$ cat config.mk
export PLATFORM = sky130hd
export DESIGN_NAME = intersection_phase_scheduler
export DESIGN_NICKNAME = d
export VERILOG_FILES = /design/src/rtl/intersection_phase_scheduler_pkg.sv /design/src/rtl/intersection_phase_scheduler_phase_timer.sv /design/src/rtl/intersection_phase_scheduler.sv
export SDC_FILE = /design/constraint.sdc
export NUM_CORES = 1
export LEC_CHECK = 0
export CAP_MARGIN = 20
export CORE_MARGIN = 10
export CORE_UTILIZATION = 43
export CTS_BUF_LIST = sky130_fd_sc_hd__clkbuf_16
export DETAILED_ROUTE_END_ITERATION = 12
export GPL_TIMING_DRIVEN = 0
export PLACE_DENSITY = 0.73
export SLEW_MARGIN = 5
export SYNTH_ARGS = -nofsm -noshare
export SYNTH_HDL_FRONTEND = slang
export SYNTH_SLANG_ARGS = --single-unit
$ cat constraint.sdc
create_clock -name clk -period 2.8 [get_ports clk]
set_clock_uncertainty 0.05 [all_clocks]
set_input_delay 0.28 -clock clk [delete_from_list [all_inputs] [get_ports clk]]
set_output_delay 0.28 -clock clk [all_outputs]
set_load 0.03 [all_outputs]
$ cat src/rtl/intersection_phase_scheduler_pkg.sv
// Shared phase encodings, light codes and direction constants for the
// intersection phase scheduler.
package tlc_pkg;

  typedef enum logic [2:0] {
    ALL_RED   = 3'd0,
    NS_GREEN  = 3'd1,
    NS_YELLOW = 3'd2,
    EW_GREEN  = 3'd3,
    EW_YELLOW = 3'd4,
    PED_WALK  = 3'd5
  } phase_e;

  typedef enum logic {
    DIR_NS = 1'b0,
    DIR_EW = 1'b1
  } dir_e;

  // {red,yellow,green}
  localparam logic [2:0] LIGHT_RED = 3'b100;
  localparam logic [2:0] LIGHT_YEL = 3'b010;
  localparam logic [2:0] LIGHT_GRN = 3'b001;

  function automatic int unsigned max4(input int unsigned a, input int unsigned b,
                                       input int unsigned c, input int unsigned d);
    int unsigned m;
    m = a;
    if (b > m) m = b;
    if (c > m) m = c;
    if (d > m) m = d;
    return m;
  endfunction

endpackage

$ cat src/rtl/intersection_phase_scheduler_phase_timer.sv
// Saturating up-counter cleared on each phase entry, with a done flag
// asserted once the count reaches limit-1.
module phase_timer #(
  parameter int unsigned W = 3
) (
  input  logic         clk,
  input  logic         reset,
  input  logic         i_clear,
  input  logic [W-1:0] i_limit,
  output logic [W-1:0] o_cnt,
  output logic         o_done
);

  logic [W-1:0] r_cnt;

  always_ff @(posedge clk) begin
    if (reset || i_clear) begin
      r_cnt <= '0;
    end else if (r_cnt != '1) begin
      r_cnt <= r_cnt + W'(1);
    end
  end

  // >= rather than == so a count held at saturation (emergency hold) still reads done
  assign o_done = (r_cnt >= (i_limit - W'(1)));
  assign o_cnt  = r_cnt;

endmodule

$ cat src/rtl/intersection_phase_scheduler.sv
// Two-approach traffic phase sequencer with pedestrian walk, sticky demand
// flags and emergency preempt. Moore outputs decoded from the phase register.
module intersection_phase_scheduler
  import tlc_pkg::*;
#(
  parameter int unsigned MIN_GREEN     = 4,
  parameter int unsigned YELLOW_CYCLES = 3,
  parameter int unsigned ALLRED_CYCLES = 2,
  parameter int unsigned WALK_CYCLES   = 5
) (
  input  logic       clk,
  input  logic       reset,
  input  logic       ns_req,
  input  logic       ew_req,
  input  logic       ped_req,
  input  logic       emergency,
  output logic [2:0] ns_light,
  output logic [2:0] ew_light,
  output logic       ped_walk,
  output logic [2:0] phase
);

  localparam int unsigned CW =
    $clog2(max4(MIN_GREEN, YELLOW_CYCLES, ALLRED_CYCLES, WALK_CYCLES) + 1);

  phase_e          r_phase;
  phase_e          w_next;
  dir_e            r_next_dir;
  logic            r_ns_pend;
  logic            r_ew_pend;
  logic            r_ped_pend;
  logic [CW-1:0]   w_cnt;
  logic [CW-1:0]   w_limit;
  logic            w_done;
  logic            w_enter;
  logic            w_min_green;
  phase_e          w_dir_green;

  phase_timer #(.W(CW)) u_timer (
    .clk     (clk),
    .reset   (reset),
    .i_clear (w_enter),
    .i_limit (w_limit),
    .o_cnt   (w_cnt),
    .o_done  (w_done)
  );

  assign w_min_green = (w_cnt >= CW'(MIN_GREEN - 1));
  assign w_dir_green = (r_next_dir == DIR_NS) ? NS_GREEN : EW_GREEN;
  assign w_enter     = (w_next != r_phase);

  always_comb begin
    w_limit = CW'(ALLRED_CYCLES);
    case (r_phase)
      NS_YELLOW, EW_YELLOW: w_limit = CW'(YELLOW_CYCLES);
      PED_WALK:             w_limit = CW'(WALK_CYCLES);
      default:              w_limit = CW'(ALLRED_CYCLES);
    endcase
  end

  always_comb begin
    w_next = r_phase;
    case (r_phase)
      ALL_RED: begin
        if (w_done && !emergency) w_next = r_ped_pend ? PED_WALK : w_dir_green;
      end
      NS_GREEN: begin
        if (emergency || (w_min_green && (r_ew_pend || r_ped_pend))) w_next = NS_YELLOW;
      end
      NS_YELLOW: begin
        if (w_done) w_next = ALL_RED;
      end
      EW_GREEN: begin
        if (emergency || (w_min_green && (r_ns_pend || r_ped_pend))) w_next = EW_YELLOW;
      end
      EW_YELLOW: begin
        if (w_done) w_next = ALL_RED;
      end
      PED_WALK: begin
        if (emergency)   w_next = ALL_RED;
        else if (w_done) w_next = w_dir_green;
      end
      default: w_next = ALL_RED;
    endcase
  end

  // Entry clears take priority over a request arriving on the same edge.
  always_ff @(posedge clk) begin
    if (reset) begin
      r_phase    <= ALL_RED;
      r_next_dir <= DIR_NS;
      r_ns_pend  <= 1'b0;
      r_ew_pend  <= 1'b0;
      r_ped_pend <= 1'b0;
    end else begin
      r_phase    <= w_next;
      r_ns_pend  <= (w_enter && (w_next == NS_GREEN)) ? 1'b0 : (r_ns_pend | ns_req);
      r_ew_pend  <= (w_enter && (w_next == EW_GREEN)) ? 1'b0 : (r_ew_pend | ew_req);
      r_ped_pend <= (w_enter && (w_next == PED_WALK)) ? 1'b0 :
                    (r_ped_pend | ped_req | ((r_phase == PED_WALK) && emergency));
      if (w_enter && (w_next == NS_YELLOW)) r_next_dir <= DIR_EW;
      if (w_enter && (w_next == EW_YELLOW)) r_next_dir <= DIR_NS;
    end
  end

  always_comb begin
    ns_light = LIGHT_RED;
    ew_light = LIGHT_RED;
    ped_walk = 1'b0;
    case (r_phase)
      NS_GREEN:  ns_light = LIGHT_GRN;
      NS_YELLOW: ns_light = LIGHT_YEL;
      EW_GREEN:  ew_light = LIGHT_GRN;
      EW_YELLOW: ew_light = LIGHT_YEL;
      PED_WALK:  ped_walk = 1'b1;
      default:   ;
    endcase
  end

  assign phase = r_phase;

endmodule

==> key figures, run 1 <==
Worst setup path
  • Slowest-stage cell, CP: or4_4
  • Slowest stage delay, CP: approximately 0.53 ns
  • CP Depth: 10
  • Critical path endpoint category: flop
  • Buf+Inv Stages, Crit Path: 1
  • Worst setup path start: phase[1]
  • CP top delay family: simple AND/OR/NAND/NOR gates
  • R2R Path Start: phase[1]
  • CP Launch Type: flop
  • Reg2Reg Capture Point: u_timer.o_cnt[1]
  • R2r setup slk: about 0.064 ns
  • Critical path class: flop to flop
  • CP Max Fanout: 9
  • Cell Chain, Critical Path: inv_1 > and3_2 > nor3_2 > ha_1 > nor2b_2 > o21ai_4 > o211a_1 > mux2_4 > or4_4 > nor2_1
  • Critical path arrival: between 2 and 3 ns
  • Crit path to: u_timer.o_cnt[1]
  • WP data required: between 2 and 3 ns
  • Register-to-Register Path Depth: 10

Layout
  • Final core utilization: 68.3%
  • Fin nets: approximately 130
  • Ant. Diodes: 0
  • Layout cells sized above 1: 23.7%
  • Cell Count, Final, Fillers Out: 130
  • Synth-to-Final Area Change: 45.3%

Floorplan
  • Die Y: 61.0 um
  • Row Count: 14
  • Core Footprint: about 1500 um^2
  • Die W: roughly 61 um
  • Die Area: between 3000 and 4000 um^2
  • Top Ports: 16
  • Initial Utilization: ~47%

STA
  • Setup TNS: 0 ns
  • Measured slew at the worst slew-check pin: ~0.46 ns
  • Hold Fails Final Rpt: 0
  • Fin crit period: between 2 and 3 ns
  • Max Clock Freq: about 0.37 GHz
  • Pins Over Slew Limit: 0
  • Max_slew headroom: a little over two thirds
  • Endpoints failing setup: 0
  • Period utilization: between 90% and 100%

Clock network
  • Total clock sinks: 10
  • Clk buf depth: 2
  • CTS Buf Count: 3
  • H-tree depth: 1
  • Root buffer cell: clkbuf_16
  • Post-CTS Hold Buffers: 0
  • Worst-Skew Late Latency: around 0.24 ns
  • TritonCTS clock tree: done
  • Worst-path clk slew: around 0.040 ns

Power and ir drop
  • Switching pwr: ~490 uW
  • Int Pwr: around 710 uW
  • Max rail drop VDD: 0.698 mV
  • Lkg Pwr: approximately 0.00044 uW
  • PD cells: 1140 nW/um^2
  • Switch share: between 40% and 50%
  • Seq pwr share: about a fifth
  • Clock share of power: ~21%
  • Comb pwr share: between 50% and 60%
  • Tot Pwr: about 1200 uW

Synth
  • Mean Syn Cell Area: between 7 and 8 um^2
  • YS warnings: 0
  • Area contributors post-synth: dfxtp_1, ha_1, nor2_1, nor3_1, inv_1
  • #FFs+latches synth: 10
  • Cells after synthesis: 93
  • Synthesized cell area: roughly 720 um^2
  • Sequential cell area fraction in the yosys report: between 20% and 30%
  • Synth cell types: 33
  • Post-synth top area share: 27.6%
  • Synth area leader: dfxtp_1
  • Syn nets: about 110

Route
  • Pre-antenna DRT Iters: 4
  • DRT iter0 DRCs: 46
  • Vias per inst: ~5.6
  • Via count: just over 700
  • Routed len/inst: about 14 um
  • Final WL: about 1800 um
  • Residual DRC: 0
  • Number of routed nets with antenna violations: 0

GRT
  • Global route hottest layer: met2
  • M1 GR Usage: 11.7%
  • Global-route wire length before repair: ~2800 um
  • Global route total overflow: 0
  • Tot GR Track Use: about a tenth
  • Vias in the first global route: between 600 and 700
  • Initial antenna violation count: 0
  • Largest net degree at the start of global routing: 11
  • GRT met2 Usage: 15.1%
  • Grt met3 use: approximately 2.7%

Status
  • Outcome: completed

Place
  • Placed Cells: 123
  • Dpl hpwl: between 1000 and 1500 um
  • Placer Congestion: 0.903
  • PortBufs: 14

Job
  • Max capacitance violation total: 0

Worst hold path
  • Hold path start: r_next_dir
  • Hold WC Path Type: flop to flop
[logic make-up (layout without fill, tap and decap cells)]
kind of cell             count (synthesis)  count (layout)  synth area share (%)
AND/OR/NAND/NOR                         45              45                  34.2
XOR/XNOR                                 1               1                  1.21
flip-flops                              10              10                  27.6
buffers and inverters                   11              32                  6.22
AO/OA/AOI/OAI                           18              18                  16.9
adder cells (fa/ha/maj)                  6               6                  10.4
multiplexers                             2               2                  3.45
[synth_stat cells]
master     number
nor2b_1         2
nor3b_4         1
or4_4           1
o21ai_0         1
or3b_1          1
nand2_1         4
o211a_1         1
nor3b_2         1
o21ai_1         1
nor2_1         20
and3_1          2
nor3b_1         2
nor3_1          6
nor2b_2         1
dfxtp_1        10
xor2_1          1
or3_1           2
a21oi_1         5
o41ai_1         1
mux2_4          1
o211ai_1        1
a211oi_1        3
mux2i_1         1
nand4_1         1
inv_2           1
a2111oi_1       1
and3b_1         1
inv_1           7
ha_1            6
o21bai_1        1
a31oi_1         2
buf_2           3
a31o_2          1
[flip-flops by register name, summed over array words and instances, names as in the netlist]
name and flops:
r_ns_pend 1, r_next_dir 1, r_ped_pend 1, phase 3, r_ew_pend 1, u_timer.o_cnt 3
[how the worst min path moves through the flow]
stage,to,slack [ns],cells after the start
2_1_floorplan,phase[1],0.29,1
5_1_grt,r_next_dir,0.46,2
3_3_place_gp,r_next_dir,0.41,2
3_5_place_dp,r_next_dir,0.42,2
4_1_cts,r_next_dir,0.43,2
6_report,r_next_dir,0.43,2
[through the flow]
| step | hold slack, ns | worst slack, ns | cell area, um^2 |
|---|---|---|---|
| final | 0.425 | 0.0636 | 1050 |
| after global routing | 0.457 | -0.00196 | 1050 |
| after CTS | 0.431 | 0.000574 | 1000 |
| after detailed placement | 0.417 | 0.0217 | 925 |
| after global placement | 0.410 | 0.0421 | 925 |
| after floorplan | 0.293 | -0.0245 | 764 |
[worst reg2reg max path, cell delays in order, from the launching register on]
cell and delay (ns):
dfxtp_4 0.40, inv_1 0.09, and3_2 0.22, nor3_2 0.19
ha_1 0.26, nor2b_2 0.16, o21ai_4 0.10, o211a_1 0.25
mux2_4 0.31, or4_4 0.53, nor2_1 0.10
[power groups by stage]
stage | registers [uW] | logic (uW) | clock network (uW)
floorplan | 254 | 437 | 0
global placement | 238 | 614 | 0
detailed placement | 239 | 619 | 0
CTS | 237 | 626 | 251
global route | 246 | 781 | 257
finish | 239 | 712 | 249
[metal layers]
layer	routed length (um)	vias up	share of wire, %
li1	-	370	-
met1	790	322	44
met2	841	26	46
met3	136	6	7.5
met4	45	0	2.5
met5	0	-	0
[repair_timing]
action	4_1_cts	5_1_grt
gates resized for setup	0	6
endpoints found under the setup margin	0	4
buffers inserted	0	3
[layout by cell type (no fill, tap or decap), types with 2 or more instances in the layout]
cell and instances:
dfxtp_4 2, nor3_1 5, nor3b_4 2, clkdlybuf4s50_1 14, a21oi_1 4, buf_6 2, nor2_1 18, dfxtp_1 7
nand2_1 4, a31oi_1 2, ha_1 6, inv_1 8, nor2b_2 2, buf_4 3, nor3b_1 2, clkbuf_16 3
or3_1 2, a211oi_1 3
[cell type report]
cell class | instances | area [um^2]
Sequential cell | 10 | 209
Clock inverter | 1 | 3.75
Tap cell | 16 | 20.0
Fill cell | 137 | 489
Inverter | 8 | 30.0
Timing Repair Buffer | 17 | 163
Multi-Input combinational cell | 72 | 524
Buffer | 3 | 27.5
Clock buffer | 3 | 75.1
No activity file was read; power rests on OpenSTA's default activity.
==> run 2, diff against run 1 <==
--- a/config.mk
+++ b/config.mk
@@ -7,12 +7,13 @@
 export LEC_CHECK = 0
 export CAP_MARGIN = 20
 export CORE_MARGIN = 10
-export CORE_UTILIZATION = 43
+export CORE_UTILIZATION = 51
 export CTS_BUF_LIST = sky130_fd_sc_hd__clkbuf_16
 export DETAILED_ROUTE_END_ITERATION = 12
+export DONT_BUFFER_PORTS = 1
 export GPL_TIMING_DRIVEN = 0
-export PLACE_DENSITY = 0.73
-export SLEW_MARGIN = 5
+export PLACE_DENSITY = 0.67
+export SLEW_MARGIN = 20
 export SYNTH_ARGS = -nofsm -noshare
 export SYNTH_HDL_FRONTEND = slang
 export SYNTH_SLANG_ARGS = --single-unit
==> constraint.sdc (replaced) <==
create_clock -name clk -period 3.33 [get_ports clk]
set_clock_uncertainty 0.05 [all_clocks]
set_input_delay 0.333 -clock clk [delete_from_list [all_inputs] [get_ports clk]]
set_output_delay 0.333 -clock clk [all_outputs]
set_load 0.03 [all_outputs]
==> run 2 against run 1 <==
Effect of this change: clock-buffer cell count stayed put; setup slack improved by 0.12 ns; die area decreased by 11%; first-iteration DRC count shrank 76%; sequential power down 8%; sequential share of layout area up 4.4 points; total power shrank 29%; via count fell by 9.1%; cell count down 15%; wire length is 2.3% lower; critical endpoint is now u_timer.o_cnt[0]; largest power group unchanged; highest routed layer unchanged.
==> key figures, run 2 (same netlist as run 1, synthesis figures left out) <==
Route
  • Residual DRC: 0
  • Routed len/inst: 16.0 um
  • Number of routed nets with antenna violations: 0
  • DRT iter0 DRCs: 11
  • Pre-antenna DRT Iters: 4
  • Final WL: around 1800 um
  • Vias per inst: around 5.9
  • Via count: ~660

GRT
  • Global route total overflow: 0
  • Largest net degree at the start of global routing: 11
  • Global-route wire length before repair: about 3100 um
  • Vias in the first global route: between 600 and 700
  • Initial antenna violation count: 0
  • Tot GR Track Use: about 11%

STA
  • Measured slew at the worst slew-check pin: around 0.56 ns
  • Max Clock Freq: approximately 0.32 GHz
  • Hold Fails Final Rpt: 0
  • Pins Over Slew Limit: 0
  • Max_slew headroom: ~63%
  • Fin crit period: between 3 and 4 ns
  • RSZ-0062 raised after global routing: no
  • Endpoints failing setup: 0
  • Final worst slack: between 0.15 and 0.2 ns
  • Period utilization: between 90% and 100%
  • Setup TNS: 0 ns

Worst setup path
  • Slowest-stage cell, CP: or4_4
  • WP data required: approximately 3.5 ns
  • CP Max Fanout: 10
  • Reg2Reg Capture Point: u_timer.o_cnt[0]
  • CP Launch Type: flop
  • Slowest stage delay, CP: roughly 0.54 ns
  • Register-to-Register Path Depth: 10
  • R2r setup slk: approximately 0.18 ns
  • Critical path arrival: 3.27 ns
  • Critical path class: flop to flop
  • Cell Chain, Critical Path: buf_2 > nor3b_4 > nor3_1 > ha_1 > nor2b_1 > o21ai_2 > o211a_1 > mux2_4 > or4_4 > nor2_1
  • Critical path endpoint category: flop
  • R2R Path Start: phase[2]

Worst hold path
  • Worst Hold End: phase[2]
  • Hold WC Path Type: primary input to flop
  • WHS Path Cells: 1
  • Hold path start: reset

Floorplan
  • Die Y: between 50 and 60 um
  • Top Ports: 16
  • Die Area: about 3300 um^2
  • Die W: ~58 um
  • Core Footprint: 1320 um^2
  • Initial Utilization: a little over half
  • Row Count: 13

Place
  • Placed Cells: ~110
  • Post-placement setup slack: -0.339 ns
  • PortBufs: 0
  • Dpl hpwl: between 1000 and 1500 um
  • Placer Congestion: approximately 0.85

Clock network
  • TritonCTS clock tree: done
  • Root buffer cell: clkbuf_16
  • Clk buf depth: 2
  • CTS Buf Count: 3
  • Worst-path clk slew: approximately 0.04 ns
  • Worst-Skew Late Latency: between 0.2 and 0.25 ns
  • Post-CTS Hold Buffers: 0
  • Setup Buffers After CTS: 0
  • H-tree depth: 1
  • Total clock sinks: 10

Power and ir drop
  • Tot Pwr: roughly 860 uW
  • PD cells: between 1000 and 1500 nW/um^2
  • Lkg Pwr: between 0.0003 and 0.0004 uW
  • Max rail drop VDD: between 0.4 and 0.5 mV

Layout
  • Fillers: roughly 130
  • Cell Count, Final, Fillers Out: between 100 and 150
  • Fin nets: 110
  • Multi-input gate area: about 500 um^2
  • Layout cells sized above 1: between 15 and 20%
  • Most frequent cells in the layout: nor2_1, inv_1, dfxtp_1
  • Ant. Diodes: 0
  • Reg area: approximately 200 um^2
  • Synth-to-Final Area Change: 16.1%
  • Commonest non-fill, non-tap cell in the layout: nor2_1

Status
  • Outcome: completed

Job
  • Max capacitance violation total: 0
## run 2: changes by cell type in the layout (fill, tap and decap cells not counted), sizes merged
cell           before  now
clkdlybuf4s50      14    0
buf                 6    3
inv                 9    8
## run 2: worst max path at each step
stage	from	end	slack [ns]	depth (start not counted)
after floorplan	phase[2]	u_timer.o_cnt[0]	0.009	11
after global placement	phase[2]	u_timer.o_cnt[0]	-0.32	11
after detailed placement	phase[2]	u_timer.o_cnt[0]	-0.34	11
after CTS	phase[0]	u_timer.o_cnt[0]	0.06	10
after global routing	phase[2]	u_timer.o_cnt[0]	0.002	10
final	phase[2]	u_timer.o_cnt[0]	0.18	10
## run 2: worst max-delay path: cells and delay by family, from the launching register on
kind / cells / cell delay [ns]
buf+inv: 1 / 0.21
flops: 1 / 0.38
mux: 1 / 0.31
fa+ha+maj: 1 / 0.30
compound gates: 2 / 0.50
simple gates: 5 / 1.33
## run 2: report_power, final
group          total, uW  switching [uW]  internal [uW]
clock                204            48.7            155
combinational        434             269            165
sequential           220            63.7            157
total                858             381            477
## run 2: layout make-up
type | count | share of cell area, %
multi-input combinational | 72 | 59.2
sequential | 10 | 24.3
clock buffer | 3 | 8.93
inverter | 8 | 3.57
tap | 15 | 2.23
buffer | 3 | 1.79
## run 2: per-layer routing
metal | GRT usage, % | up-vias | part of all wire (%)
met1 | 13.3 | 297 | 44
met4 | 6.04 | 0 | 1.9
li1 | - | 338 | -
met5 | 0 | - | 0
met2 | 16.7 | 18 | 44
met3 | 5.01 | 5 | 9.9
## run 2: per-stage QoR
step,util (%),area [um^2],hold slack [ns]
2_1_floorplan,-,724,0.355
5_1_grt,63.8,841,0.106
4_1_cts,63.7,840,0.108
6_report,63.8,841,0.109
3_3_place_gp,56.4,743,0.357
3_5_place_dp,56.4,743,0.359
## run 2: timing repair
action,in CTS,in global routing
cloned,0,0
pin swaps,0,1
resized for setup,7,1
hold endpoints to repair,0,0
endpoints found under the setup margin,4,4
==> run 3, diff against run 2 <==
==> constraint.sdc (replaced) <==
create_clock -name clk -period 3.33 [get_ports clk]
set_clock_uncertainty 0.05 [all_clocks]
set_input_delay 0.8325 -clock clk [delete_from_list [all_inputs] [get_ports clk]]
set_output_delay 0.8325 -clock clk [all_outputs]
set_load 0.03 [all_outputs]
==> results of run 3 <==
The final DEF is identical to that of run 2. Status: completed.
Among the figures that moved: hold slack 0.109 ns -> 0.413 ns; end point of the worst hold path phase[2] -> r_next_dir
